===== src/rtl/id_ex_stage.sv =====
// id_ex_stage: decode-to-execute pipeline register and ALU operand issue.
//
// Captures one decoded instruction per cycle. It then presents the held
// instruction to the execute stage:
//   - alu_in_a / alu_in_b: ALU operands, with EX/MEM and MEM/WB forwarding
//   - control: 3-bit ALU code
//   - ex_*: registered side-effect flags and fields
// It also detects load-use hazards. A load-use hazard holds decode and
// turns the next EX slot into a bubble.
//
// Ports:
//   clock, reset       rising-edge clock; synchronous active-low reset
//   stall, flush       hold all state / squash the held instruction
//   dec_*              decoded instruction from the ID stage
//   exm_*, mwb_*       forwarding sources (EX/MEM, MEM/WB)
//   load_use_stall     combinational: decode must hold this cycle
//   alu_in_a/b         combinational operands
//   ex_store_data      combinational forwarded rs2
//   control, ex_*      registered execute-stage control
module id_ex_stage (
    input  logic        clock,
    input  logic        reset,
    input  logic        stall,
    input  logic        flush,
    input  logic        dec_valid,
    input  logic [31:0] dec_pc,
    input  logic [31:0] dec_rs1_data,
    input  logic [31:0] dec_rs2_data,
    input  logic [31:0] dec_imm,
    input  logic [4:0]  dec_rs1,
    input  logic [4:0]  dec_rs2,
    input  logic [4:0]  dec_rd,
    input  logic [6:0]  dec_opcode,
    input  logic [2:0]  dec_funct3,
    input  logic        dec_funct7_5,
    input  logic        exm_reg_write,
    input  logic [4:0]  exm_rd,
    input  logic [31:0] exm_result,
    input  logic        mwb_reg_write,
    input  logic [4:0]  mwb_rd,
    input  logic [31:0] mwb_result,
    output logic        load_use_stall,
    output logic [31:0] alu_in_a,
    output logic [31:0] alu_in_b,
    output logic [2:0]  control,
    output logic        ex_valid,
    output logic        ex_reg_write,
    output logic        ex_mem_read,
    output logic        ex_mem_write,
    output logic        ex_is_branch,
    output logic        ex_is_jump,
    output logic [4:0]  ex_rd,
    output logic [2:0]  ex_funct3,
    output logic [31:0] ex_pc,
    output logic [31:0] ex_imm,
    output logic [31:0] ex_store_data
);
    localparam logic [6:0] OP_R      = 7'b0110011;
    localparam logic [6:0] OP_IMM    = 7'b0010011;
    localparam logic [6:0] OP_LOAD   = 7'b0000011;
    localparam logic [6:0] OP_STORE  = 7'b0100011;
    localparam logic [6:0] OP_BRANCH = 7'b1100011;
    localparam logic [6:0] OP_LUI    = 7'b0110111;
    localparam logic [6:0] OP_AUIPC  = 7'b0010111;
    localparam logic [6:0] OP_JAL    = 7'b1101111;
    localparam logic [6:0] OP_JALR   = 7'b1100111;

    // Operand selects. The all-zero encoding picks rs1/rs2, so a cleared
    // (bubble) state yields operands from index 0 with data 0, which
    // evaluates to 0 because x0 is never forwarded.
    localparam logic [1:0] SEL_A_RS1  = 2'd0;
    localparam logic [1:0] SEL_A_ZERO = 2'd1;
    localparam logic [1:0] SEL_A_PC   = 2'd2;
    localparam logic [1:0] SEL_B_RS2  = 2'd0;
    localparam logic [1:0] SEL_B_IMM  = 2'd1;
    localparam logic [1:0] SEL_B_FOUR = 2'd2;

    typedef struct packed {
        logic        valid;
        logic        reg_write;
        logic        mem_read;
        logic        mem_write;
        logic        is_branch;
        logic        is_jump;
        logic [2:0]  control;
        logic [4:0]  rd;
        logic [2:0]  funct3;
        logic [31:0] pc;
        logic [31:0] imm;
        logic [4:0]  rs1;
        logic [4:0]  rs2;
        logic [31:0] rs1_data;
        logic [31:0] rs2_data;
        logic [1:0]  sel_a;
        logic [1:0]  sel_b;
    } ex_state_t;

    ex_state_t   ex_q, ex_d, cap;
    logic [31:0] fwd_rs1, fwd_rs2;
    logic        reads_rs2;

    // SLT/SLTU both map to subtract; ex_funct3 distinguishes them later.
    function automatic logic [2:0] alu_ctrl(input logic [2:0] f3, input logic f7_5,
                                            input logic is_r);
        case (f3)
            3'b000:         alu_ctrl = (is_r && f7_5) ? 3'b010 : 3'b000;
            3'b010, 3'b011: alu_ctrl = 3'b010;
            default:        alu_ctrl = f3;
        endcase
    endfunction

    function automatic logic [31:0] forward(input logic [4:0] idx, input logic [31:0] rf_val,
                                            input logic ew, input logic [4:0] erd,
                                            input logic [31:0] eres, input logic mw,
                                            input logic [4:0] mrd, input logic [31:0] mres);
        if (ew && erd != 5'd0 && erd == idx)      forward = eres;
        else if (mw && mrd != 5'd0 && mrd == idx) forward = mres;
        else                                      forward = rf_val;
    endfunction

    // Decode of the incoming instruction into its held form.
    always_comb begin
        cap          = '0;
        cap.valid    = 1'b1;
        cap.rd       = dec_rd;
        cap.funct3   = dec_funct3;
        cap.pc       = dec_pc;
        cap.imm      = dec_imm;
        cap.rs1      = dec_rs1;
        cap.rs2      = dec_rs2;
        cap.rs1_data = dec_rs1_data;
        cap.rs2_data = dec_rs2_data;
        cap.sel_a    = SEL_A_RS1;
        cap.sel_b    = SEL_B_RS2;
        case (dec_opcode)
            OP_R: begin
                cap.reg_write = 1'b1;
                cap.control   = alu_ctrl(dec_funct3, dec_funct7_5, 1'b1);
            end
            OP_IMM: begin
                cap.reg_write = 1'b1;
                cap.sel_b     = SEL_B_IMM;
                cap.control   = alu_ctrl(dec_funct3, dec_funct7_5, 1'b0);
            end
            OP_LOAD: begin
                cap.reg_write = 1'b1;
                cap.mem_read  = 1'b1;
                cap.sel_b     = SEL_B_IMM;
            end
            OP_STORE: begin
                cap.mem_write = 1'b1;
                cap.sel_b     = SEL_B_IMM;
            end
            OP_BRANCH: begin
                cap.is_branch = 1'b1;
                cap.control   = 3'b010;
            end
            OP_LUI: begin
                cap.reg_write = 1'b1;
                cap.sel_a     = SEL_A_ZERO;
                cap.sel_b     = SEL_B_IMM;
            end
            OP_AUIPC: begin
                cap.reg_write = 1'b1;
                cap.sel_a     = SEL_A_PC;
                cap.sel_b     = SEL_B_IMM;
            end
            OP_JAL, OP_JALR: begin
                cap.reg_write = 1'b1;
                cap.is_jump   = 1'b1;
                cap.sel_a     = SEL_A_PC;
                cap.sel_b     = SEL_B_FOUR;
            end
            default: ;
        endcase
    end

    // rs2 only matters for the hazard when the instruction actually reads it.
    assign reads_rs2 = (dec_opcode == OP_R) || (dec_opcode == OP_STORE) ||
                       (dec_opcode == OP_BRANCH);

    assign load_use_stall = ex_q.valid && ex_q.mem_read && (ex_q.rd != 5'd0) && dec_valid &&
                            ((ex_q.rd == dec_rs1) || ((ex_q.rd == dec_rs2) && reads_rs2));

    // flush beats stall, stall beats the load-use bubble.
    always_comb begin
        ex_d = ex_q;
        if (flush) begin
            ex_d = '0;
        end else if (!stall) begin
            if (load_use_stall || !dec_valid) ex_d = '0;
            else                              ex_d = cap;
        end
    end

    always_ff @(posedge clock) begin
        if (!reset) ex_q <= '0;
        else        ex_q <= ex_d;
    end

    assign fwd_rs1 = forward(ex_q.rs1, ex_q.rs1_data, exm_reg_write, exm_rd, exm_result,
                             mwb_reg_write, mwb_rd, mwb_result);
    assign fwd_rs2 = forward(ex_q.rs2, ex_q.rs2_data, exm_reg_write, exm_rd, exm_result,
                             mwb_reg_write, mwb_rd, mwb_result);

    always_comb begin
        case (ex_q.sel_a)
            SEL_A_ZERO: alu_in_a = 32'd0;
            SEL_A_PC:   alu_in_a = ex_q.pc;
            default:    alu_in_a = fwd_rs1;
        endcase
        case (ex_q.sel_b)
            SEL_B_IMM:  alu_in_b = ex_q.imm;
            SEL_B_FOUR: alu_in_b = 32'd4;
            default:    alu_in_b = fwd_rs2;
        endcase
    end

    assign ex_store_data = fwd_rs2;
    assign control       = ex_q.control;
    assign ex_valid      = ex_q.valid;
    assign ex_reg_write  = ex_q.reg_write;
    assign ex_mem_read   = ex_q.mem_read;
    assign ex_mem_write  = ex_q.mem_write;
    assign ex_is_branch  = ex_q.is_branch;
    assign ex_is_jump    = ex_q.is_jump;
    assign ex_rd         = ex_q.rd;
    assign ex_funct3     = ex_q.funct3;
    assign ex_pc         = ex_q.pc;
    assign ex_imm        = ex_q.imm;
endmodule


===== config.mk =====
export PLATFORM = sky130hd
export DESIGN_NAME = id_ex_stage
export DESIGN_NICKNAME = d
export VERILOG_FILES = /design/src/rtl/id_ex_stage.sv
export SDC_FILE = /design/constraint.sdc
export NUM_CORES = 1
export LEC_CHECK = 0
export BUFFER_PORTS_ARGS = -buffer_cell sky130_fd_sc_hd__buf_2
export CAP_MARGIN = 30
export CORE_AREA = 2 2 162 164
export DETAILED_ROUTE_END_ITERATION = 6
export DIE_AREA = 0 0 164 166
export SETUP_SLACK_MARGIN = 0.4
export SLEW_MARGIN = 25
export SYNTH_ARGS = -nofsm -noshare
export SYNTH_HDL_FRONTEND = slang
export SYNTH_SLANG_ARGS = --single-unit
export TNS_END_PERCENT = 30

===== constraint.sdc =====
create_clock -name clock -period 3.8 [get_ports clock]
set_input_delay 0.38 -clock clock [delete_from_list [all_inputs] [get_ports clock]]
set_output_delay 0.38 -clock clock [all_outputs]
set_load 0.05 [all_outputs]

==> key figures, run 1 <==
Clock tree
  • Inserted Clock Buffers: 17
  • Hold Buf Count CTS: 0
  • CTS HTree Levels: 4
  • Sink Count: 158
  • CTS tree: yes
  • Clk slew on worst S/H paths: 70 ps
  • Root Driver: clkbuf_16
  • Post-CTS Setup Bufs: 0
  • Clk buf depth: 2
  • Clk_lat worst skew: 430 ps

Yosys
  • Synth area leader: dfxtp_1
  • Prevailing post-synth register cell: dfxtp_1
  • Synth top area share: 38.0%
  • Syn_area_per_cell: 8.97 sq um
  • EDFF count, synth: 0
  • Synth warn: 0
  • Post-synthesis cell area: 8320 sq um
  • Ys async rst share: 0%
  • Post-synthesis register bit count: 158
  • Net Count, Synth: 1165
  • Top cells by area, synth: dfxtp_1, a22o_1, buf_4
  • Synthesized instance count: 927
  • Cell variety after synth: 44
  • Sequential-to-total area share from yosys stat: 38.0%

Floorplan
  • Core Area: 25600 sq um
  • FP Rows: 59
  • Die ar.: 27200 sq um
  • Horiz. Die Dim: 164 um
  • Num ports: 413
  • DIE HEIGHT: 166 um
  • Initial Util: 32.5%

Placed design
  • Hpwl dp: 29000 um
  • PortBufs: 412
  • Final Wtd Congestion: 1.00

Outcome
  • Status: complete, no violations

Detailed routing
  • ANT nets after route: 0
  • Final wirelength: 37500 um
  • DR vias/cell: 5.59
  • Drt drc: 0
  • Drt first-iter violations: 834
  • Routed wire length per instance: 23.9 um
  • Via Count: 8767
  • DRT Pass-1 Iters: 5

Critical path
  • R2r startpoint: ex_rd[4]
  • WS Path Type: reg2out
  • Crit Path Max Fanout: 31
  • Worst Setup Start Kind: register
  • Critical Path AT: 2940 ps
  • R2R cell count: 6
  • Worst Setup EP: alu_in_b[5]
  • Max stage delay on crit path: 590 ps
  • CP startpoint: ex_q[70]
  • Setup crit end kind: primary output
  • Slowest-stage cell, CP: or4_1
  • R2R setup slack: 1360 ps
  • R2R Path End: ex_q[51]
  • CP top delay family: simple AND/OR/NAND/NOR gates
  • Bufs and invs on worst path: 1
  • Worst EP required: 3420 ps
  • CP cell instances: xor2_1, or2_2, or4_1, a31oi_1, a22o_1, buf_2
  • WP depth: 6

GRT
  • Vias in the first global route: 8399
  • First-pass GRT wire length: 53300 um
  • Initial antenna violation count: 12
  • Largest net degree at the start of global routing: 85
  • Grt ovf: 0
  • Gr usage total: 26.3%

Timing
  • Peak Freq: 0.301 GHz
  • Slew @ Worst Pin: 1000 ps
  • Final Hold Violating Endpoints: 0
  • # setup viols final: 0
  • Clock Skew: 14.9 ps
  • Max transition margin: 33.0%
  • Max-slew violation count: 0
  • Fin crit share: 87.4%
  • RSZ-0062 raised after global routing: no
  • Setup TNS: 0 ps
  • Tmin final: 3320 ps

Final layout
  • Most frequent cells in the layout: buf_2, a22o_1, dfxtp_1
  • Area delta synth->final: 31.4%
  • Share of post-route cells with drive strength above 1: 39.4%
  • Final nets: 1450
  • Commonest non-fill, non-tap cell in the layout: buf_2
  • Fillers: 2614

Worst hold path
  • Worst hold path type: in2reg
  • Hold path depth: 2

Power
  • Final Power: 4.20 mW
  • Peak supply drop: 248 uV
  • Power per cell area: 384 nW/um^2
  • Leak Pwr: 4.95 nW

Job
  • Max_cap viols: 0
-- through the flow --
step           setup WS, ps  area [sq um]  utilization, %  instances  hold slack (ps)
6_report                477         10900            42.7       1569              164
3_5_place_dp            467         10300            40.1       1527              451
2_1_floorplan           531          8320               -        927              436
4_1_cts                 366         10900            42.5       1558              141
3_3_place_gp            477         10300            40.1       1527              451
5_1_grt                 409         10900            42.7       1568              142
-- Yosys cell counts, types with 2 or more instances --
cell type and count:
ha_1 3, a211o_1 15, xnor2_1 23, nor2_1 8
a22o_1 183, or2_1 3, a32o_1 19, buf_4 76
a31oi_1 32, nand2_1 57, a21oi_1 3, nand4_1 5
clkbuf_1 74, dfxtp_1 158, buf_2 17, inv_1 9
o21ai_1 4, nor2b_1 2, nand2b_1 15, a211oi_1 20
o21ai_0 69, or4_1 32, nor4_1 33, nor3_1 35
nand3_1 3, xor2_1 8, buf_6 4
-- per-layer routing --
layer	part of all wire, %	global-route usage, %	vias up	wire [um]
li1	-	-	4059	-
met4	3.6	11.7	0	1360
met5	0	0	-	0
met3	9.6	6.99	62	3610
met2	45	40.4	493	16900
met1	42	34.5	4153	15600
-- worst reg2reg max path: cells and delay by family, from the launching register on --
family                    cells  cell delay [ps]
DFF                           1              510
xor gates and xnor gates      1              130
and+or+nand+nor               1              120
AOI/OAI and AO/OA             3              840
buffers and inverters         1              770
-- report_power, final --
group          total [mW]  internal, mW  switching (mW)
logic               0.713         0.243           0.470
clock network        1.77         0.999           0.774
registers            1.72          1.69          0.0279
-- final cells by class --
class	instances	area, sq um	area share [%]
clock inverters	13	151	1.39
flip-flops and latches	158	3160	28.9
inverters	9	33.8	0.309
clock buffers	18	439	4.02
multi-input cells	589	4210	38.5
repair buffers	437	2490	22.8
well taps	335	419	3.83
diodes	10	25.0	0.229
-- worst min-delay path by stage --
| stage | from | slack, ps | end |
|---|---|---|---|
| global route | dec_imm[18] | 140 | ex_imm[18] |
| finish | dec_imm[5] | 160 | ex_imm[5] |
| floorplan | ex_q[10] | 440 | ex_q[10] |
| detailed placement | ex_funct3[0] | 450 | ex_funct3[0] |
| CTS | dec_imm[5] | 140 | ex_imm[5] |
| global placement | ex_q[32] | 450 | ex_q[32] |
-- kinds of logic after synthesis --
kind of cell    share of synthesized area [%]
fa+ha+maj                               0.451
simple gates                             13.3
flops                                    38.0
compound gates                           32.6
xor+xnor                                 3.26
mux                                     0.120
buf+inv                                  12.2
-- sequential cells by signal, summed over array words and instances (netlist names) --
name          cells
ex_rd             5
ex_mem_write      1
ex_is_branch      1
ex_imm           32
ex_valid          1
control           3
ex_q             77
ex_mem_read       1
ex_is_jump        1
ex_reg_write      1
ex_funct3         3
ex_pc            32
-- what timing repair did --
action,4_1_cts,5_1_grt
endpoints found under the setup margin,43,59
gates resized for setup,1,5
pin swaps,0,1
endpoints found under the hold margin,0,0
cloned,0,1
Note: power is estimated with default switching activity, not from simulation.
==> run 2: changes to the inputs <==
Settings changed: ABC_CLOCK_PERIOD_IN_PS from default to 4100.
Clock period 3.8 ns to 4.1 ns, I/O delays scaled along.
==> key figures, run 2 (synthesized netlist as in run 1, its figures left out) <==
Outcome
  • Status: complete, no violations (unchanged)

Timing
  • Clock Skew: 13.2 ps (was 14.9 ps)
  • # setup viols final: 0 (unchanged)
  • Tmin final: 3480 ps
  • Setup TNS: 0 ps (unchanged)
  • Final Hold Violating Endpoints: 0 (unchanged)
  • Max transition margin: 41.5% (was 33.0%)
  • RSZ-0062 raised after global routing: no (unchanged)
  • Slew @ Worst Pin: 877 ps (was 1000 ps)
  • Fin crit share: 84.9%
  • Peak Freq: 0.287 GHz
  • Max-slew violation count: 0 (unchanged)

Critical path
  • Max stage delay on crit path: 580 ps (was 590 ps)
  • CP cell instances: xor2_1, or2_1, or4_1, a31oi_1, a22o_1, buf_2 (was xor2_1, or2_2, or4_1, a31oi_1, a22o_1, buf_2)
  • Worst EP required: 3690 ps (was 3420 ps)
  • Setup crit end kind: primary output (unchanged)
  • Slowest-stage cell, CP: or4_1 (unchanged)
  • Critical Path AT: 3070 ps (was 2940 ps)
  • WS Path Type: reg2out (unchanged)
  • Worst Setup Start Kind: register (unchanged)
  • Crit Path Max Fanout: 31 (unchanged)

Detailed routing
  • ANT nets after route: 0 (unchanged)
  • Drt first-iter violations: 673 (was 834)
  • Met3 routed WL: 3160 um (was 3610 um)
  • Drt drc: 0 (unchanged)
  • Met2 wire length: 16300 um (was 16900 um)
  • DRT Pass-1 Iters: 5 (unchanged)
  • Final wirelength: 36800 um (was 37500 um)
  • DR top layer: met5 (was met4)
  • DR vias/cell: 5.59 (about the same)
  • Via Count: 8765 (was 8767)
  • Met1 Wirelength: 16100 um (was 15600 um)
  • Routed wire length per instance: 23.5 um (was 23.9 um)

Power
  • Peak supply drop: 318 uV (was 248 uV)
  • Leak Pwr: 4.90 nW (was 4.95 nW)
  • Power per cell area: 362 nW/um^2 (was 384 nW/um^2)
  • Clock power frac: 42.6% (was 42.2%)
  • Final Power: 3.88 mW (was 4.20 mW)
  • Switching share of power: 31.9% (was 30.3%)
  • P_sw: 1.24 mW (was 1.27 mW)
  • P_int: 2.64 mW (was 2.93 mW)
  • Combinational cell fraction of total power: 16.5% (was 17.0%)
  • Seq pwr share: 41.0% (was 40.8%)

GRT
  • First-pass GRT wire length: 53300 um (unchanged)
  • Largest net degree at the start of global routing: 78 (was 85)
  • Vias in the first global route: 8524 (was 8399)
  • Gr usage total: 26.2% (was 26.3%)
  • Grt ovf: 0 (unchanged)
  • Initial antenna violation count: 15 (was 12)

Clock tree
  • Sink Count: 158 (unchanged)
  • CTS HTree Levels: 4 (unchanged)
  • CTS tree: yes (unchanged)
  • Hold Buf Count CTS: 0 (unchanged)
  • Clk buf depth: 2 (unchanged)
  • Inserted Clock Buffers: 17 (unchanged)
  • Clk_lat worst skew: 430 ps (about the same)
  • Root Driver: clkbuf_16 (unchanged)
  • Clk slew on worst S/H paths: 80 ps (was 70 ps)

Final layout
  • Commonest non-fill, non-tap cell in the layout: buf_2 (unchanged)
  • Final nets: 1446 (was 1450)
  • Area delta synth->final: 28.9% (was 31.4%)
  • Share of post-route cells with drive strength above 1: 38.9% (was 39.4%)
  • Max FFs per register: 77 (unchanged)
  • Largest Register: ex_q (unchanged)
  • Most frequent cells in the layout: buf_2, a22o_1, dfxtp_1 (unchanged)

Placed design
  • Final Wtd Congestion: 1.03 (was 1.00)
  • PortBufs: 412 (unchanged)
  • Hpwl dp: 28600 um (was 29000 um)

Floorplan
  • DIE HEIGHT: 166 um (unchanged)
  • Initial Util: 32.5% (unchanged)
  • Horiz. Die Dim: 164 um (unchanged)
  • Core Area: 25600 sq um (unchanged)
  • FP Rows: 59 (unchanged)
  • Num ports: 413 (unchanged)
  • Die ar.: 27200 sq um (unchanged)

Job
  • Max_cap viols: 0 (unchanged)

Worst hold path
  • Worst hold path type: in2reg (unchanged)
-- run 2: layout make-up --
class                           count  area [sq um]
Fill cell                        2587         14900
Multi-Input combinational cell    588          4190
Sequential cell                   158          3160
Timing Repair Buffer              434          2280
Clock buffer                       17           425
Tap cell                          335           419
Clock inverter                     15           171
Inverter                            9          33.8
Antenna cell                       13          32.5
-- run 2: metrics by stage --
stage,worst slack [ps],utilization [%],std cells,cell area [sq um],hold WS (ps)
final,619,41.8,1569,10700,185
after global routing,419,41.8,1568,10700,169
after CTS,577,41.7,1556,10700,169
after detailed placement,688,39.3,1524,10100,455
after global placement,697,39.3,1524,10100,450
after floorplan,771,-,927,8320,436
-- run 2: worst paths after layout --
kind,startpoint,to,slack [ps],depth (start not counted)
worst max-delay path,ex_q[70],alu_in_b[9],620,6
worst min-delay path,dec_imm[1],ex_imm[1],180,2
worst max register to register,ex_rd[4],ex_q[24],1880,6
worst min register to register,control[2],control[2],470,1
-- run 2: power by group through the flow --
stage / sequential (mW) / combinational (mW) / clock, mW
after floorplan: 1.62 / 0.403 / 0
after global placement: 1.63 / 0.629 / 0
after detailed placement: 1.63 / 0.634 / 0
after CTS: 1.59 / 0.636 / 1.68
after global routing: 1.59 / 0.676 / 1.75
final: 1.59 / 0.639 / 1.65
-- run 2: worst max-delay path: cells and delay by family (launching register included) --
| family | cells | cell delay [ps] |
|---|---|---|
| buf+inv | 1 | 250 |
| compound gates | 2 | 720 |
| flops | 1 | 360 |
| xor+xnor | 1 | 190 |
| simple gates | 2 | 1100 |
-- run 2: repair_timing --
item	in CTS	in global routing
setup buffers	0	0
gates resized for setup	1	0
endpoints found under the setup margin	1	1
gates cloned	0	0
pin swaps	0	1
-- run 2: layer usage --
metal / GRT usage, % / vias up
met4: 12.2 / 2
met5: 0 / -
met1: 35.9 / 4188
li1: - / 4064
met2: 39.1 / 456
met3: 5.64 / 55
